$ cat src/rtl/hamming_best_match.sv
// hamming_best_match: tracks best/second-best Hamming distance per src group and emits a match record with threshold and ratio-test verdicts
module hamming_best_match #(
  parameter int DIST_W    = 9,
  parameter int IDX_W     = 10,
  parameter int MAX_DIST  = 64,
  parameter int RATIO_NUM = 4,
  parameter int RATIO_DEN = 5
) (
  input  logic              i_clk,
  input  logic              i_rst_n,
  input  logic              i_flush,
  input  logic              i_valid,
  input  logic [DIST_W-1:0] i_dist,
  input  logic [IDX_W-1:0]  i_dst_idx,
  input  logic [IDX_W-1:0]  i_src_idx,
  input  logic              i_last,
  output logic              o_valid,
  output logic [IDX_W-1:0]  o_src_idx,
  output logic [IDX_W-1:0]  o_dst_idx,
  output logic [DIST_W-1:0] o_best_dist,
  output logic [DIST_W-1:0] o_second_dist,
  output logic [IDX_W:0]    o_cand_cnt,
  output logic              o_match
);
  localparam logic [0:0] IDLE = 1'b0;
  localparam logic [0:0] ACC  = 1'b1;
  localparam int PW = DIST_W + 3;
  localparam logic [DIST_W-1:0] MAXD = DIST_W'(MAX_DIST);
  logic [0:0]        st;
  logic [DIST_W-1:0] best, second, nb, ns;
  logic [IDX_W-1:0]  bidx, src, nbi, nsrc;
  logic [IDX_W:0]    cnt, nc;
  logic [PW-1:0]     pb, ps;
  logic              take, first, lt_b, pass;
  // next-state values include the current beat so the record can be built from them directly
  always_comb begin
    take  = i_valid && !i_flush;
    first = st == IDLE;
    lt_b  = i_dist < best;
    nb    = (first || lt_b) ? i_dist : best;
    nbi   = (first || lt_b) ? i_dst_idx : bidx;
    ns    = first ? '1 : lt_b ? best : (i_dist < second) ? i_dist : second;
    nc    = first ? (IDX_W+1)'(1) : &cnt ? cnt : cnt + 1'b1;
    nsrc  = first ? i_src_idx : src;
    pb    = {3'b000, nb} * PW'(RATIO_DEN);
    ps    = {3'b000, ns} * PW'(RATIO_NUM);
    pass  = (nb <= MAXD) && (pb < ps);
  end
  always_ff @(posedge i_clk or negedge i_rst_n) begin
    if (!i_rst_n) begin
      st            <= IDLE;
      best          <= '0;
      second        <= '0;
      bidx          <= '0;
      src           <= '0;
      cnt           <= '0;
      o_valid       <= 1'b0;
      o_src_idx     <= '0;
      o_dst_idx     <= '0;
      o_best_dist   <= '0;
      o_second_dist <= '0;
      o_cand_cnt    <= '0;
      o_match       <= 1'b0;
    end else begin
      o_valid <= take && i_last;
      if (i_flush) st <= IDLE;
      else if (i_valid) begin
        st     <= i_last ? IDLE : ACC;
        best   <= nb;
        second <= ns;
        bidx   <= nbi;
        src    <= nsrc;
        cnt    <= nc;
      end
      if (take && i_last) begin
        o_src_idx     <= nsrc;
        o_dst_idx     <= nbi;
        o_best_dist   <= nb;
        o_second_dist <= ns;
        o_cand_cnt    <= nc;
        o_match       <= pass;
      end
    end
  end
endmodule
$ cat config.mk
export PLATFORM = sky130hd
export DESIGN_NAME = hamming_best_match
export DESIGN_NICKNAME = d
export VERILOG_FILES = /design/src/rtl/hamming_best_match.sv
export SDC_FILE = /design/constraint.sdc
export NUM_CORES = 1
export LEC_CHECK = 0
export ABC_CLOCK_PERIOD_IN_PS = 4600
export CAP_MARGIN = 20
export CORE_ASPECT_RATIO = 1.25
export CORE_MARGIN = 2
export CORE_UTILIZATION = 50
export DETAILED_ROUTE_END_ITERATION = 8
export PLACE_DENSITY = 0.84
export SLEW_MARGIN = 20
export SYNTH_ARGS = -nofsm -noshare
export SYNTH_HDL_FRONTEND = slang
export SYNTH_SLANG_ARGS = --single-unit
$ cat constraint.sdc
create_clock -name i_clk -period 4.6 [get_ports i_clk]
set_clock_uncertainty 0.15 [all_clocks]
set_input_delay 0.69 -clock i_clk [delete_from_list [all_inputs] [get_ports i_clk]]
set_output_delay 0.69 -clock i_clk [all_outputs]
set_load 0.01 [all_outputs]
# Word level (Yosys, flattened, before mapping)
# Cells that the tools add are included.
# Widths: inputs -> output; s select.
# totals
ff_bits	101
input_bits	34
out_inout_bits	51
elab_cells	40
# op_classes
addsub	1
multipliers	1
order_cmp	4
muxes	11
bitwise	2
n_reduce_logical	8
# ops
cell	count
$mux 9	4
$mux 11	2
$mux 10	2
$lt 9x9->1	2
$lt 12x11->1	1
$mul 9x3->12 const B	1
$add 11x1->11 const B	1
$reduce_and 11->1	1
$le 9x7->1 const B	1
$logic_and 1x1->1	3
$mux 1	3
$not 1->1	2
$reduce_and 2->1	1
$reduce_bool 2->1	1
$logic_not 1->1	1
$logic_or 1x1->1	1

# Longest topological paths before layout
# depth
depth_word	6
mapped_depth	22
mapped_depth_nobuf	21

# Worst setup path after synthesis
# Ideal clock, no wire load.
# synth_path
path_kind	input -> register
startpoint	in i_dist[2]
endpoint	reg o_match
setup_time_ns	0.132
t_arrival_ns	4.503
required_time_ns	4.318
path_slack_ns	-0.184
path_stages	20
path_buffers	0
path_cell_list	ha_1 -> or4_4 -> a21oi_4 -> o31ai_4 -> nand2_2 -> mux2_2 -> ha_1 -> ha_1 -> inv_1 -> fa_1 -> nor2b_1 -> o21ai_0 -> a21oi_1 -> o31ai_1 -> a21boi_0 -> ha_1 -> nand4_1 -> nor4b_1 -> a211o_1 -> a22oi_1
# synth_via
elab_chain_len	6
word_cells_on_any_way	11
cone_classes	mul (1); order compare (4); mux (4); reduce/logical (2)
# synth_rtl
item	line_no	text
start: declaration	13	input logic [DIST_W-1:0] i_dist,
$lt 9x9->1 *	39	lt_b = i_dist < best;
$logic_or 1x1->1 *	40	nb = (first || lt_b) ? i_dist : best;
$mux 9 *	40	
named net nb[1]	30	logic [DIST_W-1:0] best, second, nb, ns;
$mul 9x3->12	45	pb = {3'b000, nb} * PW'(RATIO_DEN);
$lt 12x11->1	47	pass = (nb <= MAXD) && (pb < ps);
$logic_and 1x1->1 *	47	
end signal: assignment	81	o_match <= pass;
end: declaration	23	output logic o_match
# Mark *: on every way through the listed nets, which the timed path passes. The rest lies on a longest branch.
# A chain may end at the register's enable or synchronous reset.

# Final worst setup path
# layout_path
startpoint	in i_dist[3]
endpoint	reg o_match
# The elaborated chain is that of the path after synthesis.

==> metrics.json <==
{
  "result_of_the_run": "finished clean",
  "final.setup.worst_slack_ns": 0.0134,
  "yosysWarnings": 0,
  "grt_remaining_overflow": 0,
  "grt_first_pass_wirelength_um": 23300,
  "floorplan.io_pins": 85,
  "fin_util_pct": 66.1,
  "cp.required_ns": 4.67,
  "clock-sinks": 101,
  "row_count": 43,
  "mostFrequentLayoutCells": "sky130_fd_sc_hd__dfrtp_1, sky130_fd_sc_hd__clkdlybuf4s50_1, sky130_fd_sc_hd__nand2_1",
  "gr-usage-met3_pct": 4.38,
  "grt_antenna_before_repair": 0,
  "netlist_instances": 566,
  "core-area_um2": 11200,
  "layout.cell_area.non_filler_um2": 7390,
  "arrival_ns": 4.65,
  "critical_path.cell_chain": "buf_4, ha_4, or4_4, a21oi_4, o31ai_4, nand2_4, mux2_4, ha_4, ha_4, inv_2, fa_2, nor2b_1, o21ai_1, a21oi_2, o31ai_2, a21boi_2, ha_1, nand4_1, nor4b_2, a211o_1, a22oi_2",
  "worst_setup_hold_path_clk_slew_ns": 0.07,
  "netlist-cell-type-count": 57,
  "netlist_area_um2": 5760,
  "post_route_cells_drive_above_1_share_pct": 20.7,
  "die_width_um": 100,
  "drt_wl_total_um": 14400,
  "r2r-start": "best[2]$_DFFE_PN0P_",
  "grt_start_max_net_pins": 66,
  "filler_cell_count": 870,
  "gr-usage-met2_pct": 42.0,
  "worstSkewPairLatency_ns": 0.34,
  "finalNonFillerCells": 815,
  "syn_area_per_cell_um2": 10.2,
  "min_period_ns": 4.59,
  "antenna_diode_instance_count": 0,
  "dieArea_um2": 12400,
  "overall_global_routing_resource_usage_pct": 23.9,
  "grt_setup_unrepaired": "true",
  "via_count_of_the_routed_design": 4737,
  "transition_time_of_the_tightest_slew_check_pin_ns": 1.00,
  "numPortBuffers": 84,
  "synth.ff_latch_count": 101,
  "timing.final.hold_violations": 0,
  "cts.hold.buffers_added": 0,
  "timing.critical_path.buf_inv": 2,
  "critical_path.slowest_cell": "sky130_fd_sc_hd__or4_4",
  "critical-path-top-delay-family": "simple AND/OR/NAND/NOR gates",
  "timing.final.crit_share_pct": 99.7,
  "remaining_number_of_nets_flagged_by_the_antenna_check_after_routing": 0,
  "clock-root-buffer": "sky130_fd_sc_hd__clkbuf_16",
  "groute.layer.met1.usage_pct": 28.6,
  "postPlaceCellArea_um2": 6970,
  "final_net_count": 746,
  "busiest_layer": "met2",
  "asyncSetResetFlopFracSynth_pct": 100,
  "detailedPlacementHpwl_um": 10400,
  "power.leakage_uw": 0.00335,
  "drc": 0,
  "post_drt_via_cell_ratio": 5.81,
  "yosysSeqAreaShare_pct": 43.9,
  "initial_cell_density_of_the_core_pct": 51.5,
  "setup_viol": 0,
  "h-tree-depth": 3,
  "powerDensity_nw_per_um2": 390,
  "power.ir.vdd_worst_uv": 198,
  "tritoncts": "yes",
  "r2r-end": "o_match$_DFFE_PN0P_",
  "timing.reg2reg.worst_path_depth": 21,
  "max_cap_viol": 0,
  "detailedPlace.worstSlack_ns": -0.777,
  "syn_to_final_growth_pct": 28.3,
  "timing.reg2reg.setup_slack_ns": 0.04,
  "clockBufferDepth": 2,
  "cpPeakStageDelay_ns": 0.51,
  "worst_setup_path_end_kind": "flop",
  "timing.fmax_ghz": 0.218,
  "ys.flop_type": "sky130_fd_sc_hd__dfrtp_1",
  "dieHeight_um": 124,
  "syn-num-nets": 636,
  "first_global_vias": 4776,
  "synth_edf_count": 0,
  "timing.max_slew.rel_slack_pct": 32.9,
  "initialDrtViolationCount": 254,
  "timing.critical_path.mode_cell": "sky130_fd_sc_hd__ha_4",
  "critPathKind": "input port to flop",
  "critPathLaunchType": "input port",
  "most_common_cell_after_layout_fill_and_taps_aside": "sky130_fd_sc_hd__dfrtp_1",
  "drt_first_pass_iters": 4,
  "placed_cells": 789,
  "gp_congestion": 0.908,
  "worst_hold_path_type": "input port to asynchronous set/reset pin",
  "finalSetupTns_ns": 0,
  "finalMaxSlewViolations": 0,
  "post_detailed_route_wirelength_per_cell_um": 17.7,
  "cts_inserted_buffers": 9,
  "timing.critical_path.fanout_max": 6
}
## routing by layer
metal,vias to the layer above,routed length [um]
met5,-,0
met4,0,371
met3,37,613
met2,154,7520
met1,2321,5900
li1,2225,-
## how the worst max path moves through the flow
stage | to | startpoint | depth (start not counted) | slack [ns]
after floorplan | o_match$_DFFE_PN0P_ | i_dist[1] | 20 | -0.01
after global placement | o_match$_DFFE_PN0P_ | i_dist[3] | 21 | -0.58
after detailed placement | o_match$_DFFE_PN0P_ | i_dist[3] | 21 | -0.78
after CTS | o_match$_DFFE_PN0P_ | i_dist[7] | 20 | 0.0001
after global routing | o_match$_DFFE_PN0P_ | best[4]$_DFFE_PN0P_ | 21 | -0.14
final | o_match$_DFFE_PN0P_ | i_dist[3] | 21 | 0.01
## where the power goes
group	switching (uW)	internal, uW
Combinational	498	525
Sequential	93.1	1030
Clock	317	422
## cell families after synthesis
| kind of cell | Yosys count | share of synthesized area [%] |
|---|---|---|
| AOI/OAI and AO/OA | 131 | 14.8 |
| xor gates and xnor gates | 21 | 3.19 |
| buffers and inverters | 60 | 4.56 |
| muxes | 67 | 13.2 |
| DFF | 101 | 43.9 |
| and+or+nand+nor | 150 | 12.4 |
| adders and majority gates | 36 | 7.95 |
## area by class of cell
type | instances | area [um2] | share of cell area, %
multi-input combinational | 405 | 3120 | 42.2
sequential | 101 | 2530 | 34.2
timing repair buffer | 133 | 1200 | 16.2
clock buffer | 12 | 236 | 3.20
tap | 135 | 169 | 2.28
inverter | 26 | 97.6 | 1.32
clock inverter | 3 | 46.3 | 0.626
## state kept, by name, summed over array words and instances (netlist names)
name and flops:
bidx 10, o_src_idx 10, o_dst_idx 10, src 10, o_second_dist 9, o_cand_cnt 11, best 9, o_best_dist 9
o_match 1, cnt 11, second 9, st 1, o_valid 1
## cells in the mapped netlist, types with 3 or more instances
cell | instances | share of area, %
sky130_fd_sc_hd__dfrtp_1 | 101 | 44
sky130_fd_sc_hd__nand2_1 | 63 | 4.1
sky130_fd_sc_hd__nor2_1 | 45 | 2.9
sky130_fd_sc_hd__o21ai_0 | 42 | 3.6
sky130_fd_sc_hd__ha_1 | 35 | 7.6
sky130_fd_sc_hd__mux2_2 | 32 | 6.3
sky130_fd_sc_hd__inv_1 | 26 | 1.7
sky130_fd_sc_hd__a21oi_1 | 25 | 2.2
sky130_fd_sc_hd__mux2i_1 | 25 | 4.3
sky130_fd_sc_hd__clkbuf_1 | 23 | 1.5
sky130_fd_sc_hd__xnor2_1 | 13 | 2.0
sky130_fd_sc_hd__a31oi_1 | 12 | 1.3
sky130_fd_sc_hd__mux2_4 | 10 | 2.6
sky130_fd_sc_hd__o22a_1 | 10 | 1.5
sky130_fd_sc_hd__a2bb2oi_1 | 8 | 1.2
sky130_fd_sc_hd__nand4_1 | 8 | 0.87
sky130_fd_sc_hd__xor2_1 | 8 | 1.2
sky130_fd_sc_hd__nand3_1 | 6 | 0.52
sky130_fd_sc_hd__a211oi_1 | 5 | 0.65
sky130_fd_sc_hd__buf_2 | 5 | 0.43
sky130_fd_sc_hd__nand2b_1 | 4 | 0.43
sky130_fd_sc_hd__nor3_1 | 4 | 0.35
sky130_fd_sc_hd__o21a_1 | 4 | 0.52
sky130_fd_sc_hd__o31ai_1 | 4 | 0.52
sky130_fd_sc_hd__a21boi_0 | 3 | 0.39
sky130_fd_sc_hd__a21o_1 | 3 | 0.39
sky130_fd_sc_hd__and3_1 | 3 | 0.33
sky130_fd_sc_hd__and4_1 | 3 | 0.46
sky130_fd_sc_hd__nor2b_1 | 3 | 0.33
## what timing repair did
| action | 4_1_cts | 5_1_grt |
|---|---|---|
| setup endpoints to repair | 1 | 1 |
| resized for setup | 38 | 5 |
| pin swaps | 26 | 11 |
| setup buffers | 8 | 3 |
## worst reg2reg max path: cells and delay by family, from the launching register on
family                   cells  cell delay [ns]
adder cells (fa/ha/maj)      5             1.26
multiplexers                 1             0.33
flip-flops                   1             0.39
AO/OA/AOI/OAI                8             1.09
buffers and inverters        2             0.16
AND/OR/NAND/NOR              5             1.08
## metrics by stage
| stage | power, uW | hold WS, ns |
|---|---|---|
| CTS | 2880 | 0.323 |
| global route | 3050 | 0.353 |
| floorplan | 1690 | 0.244 |
| finish | 2880 | 0.293 |
| detailed placement | 2100 | 0.320 |
| global placement | 2060 | 0.311 |
(Power assumes the default switching activity.)
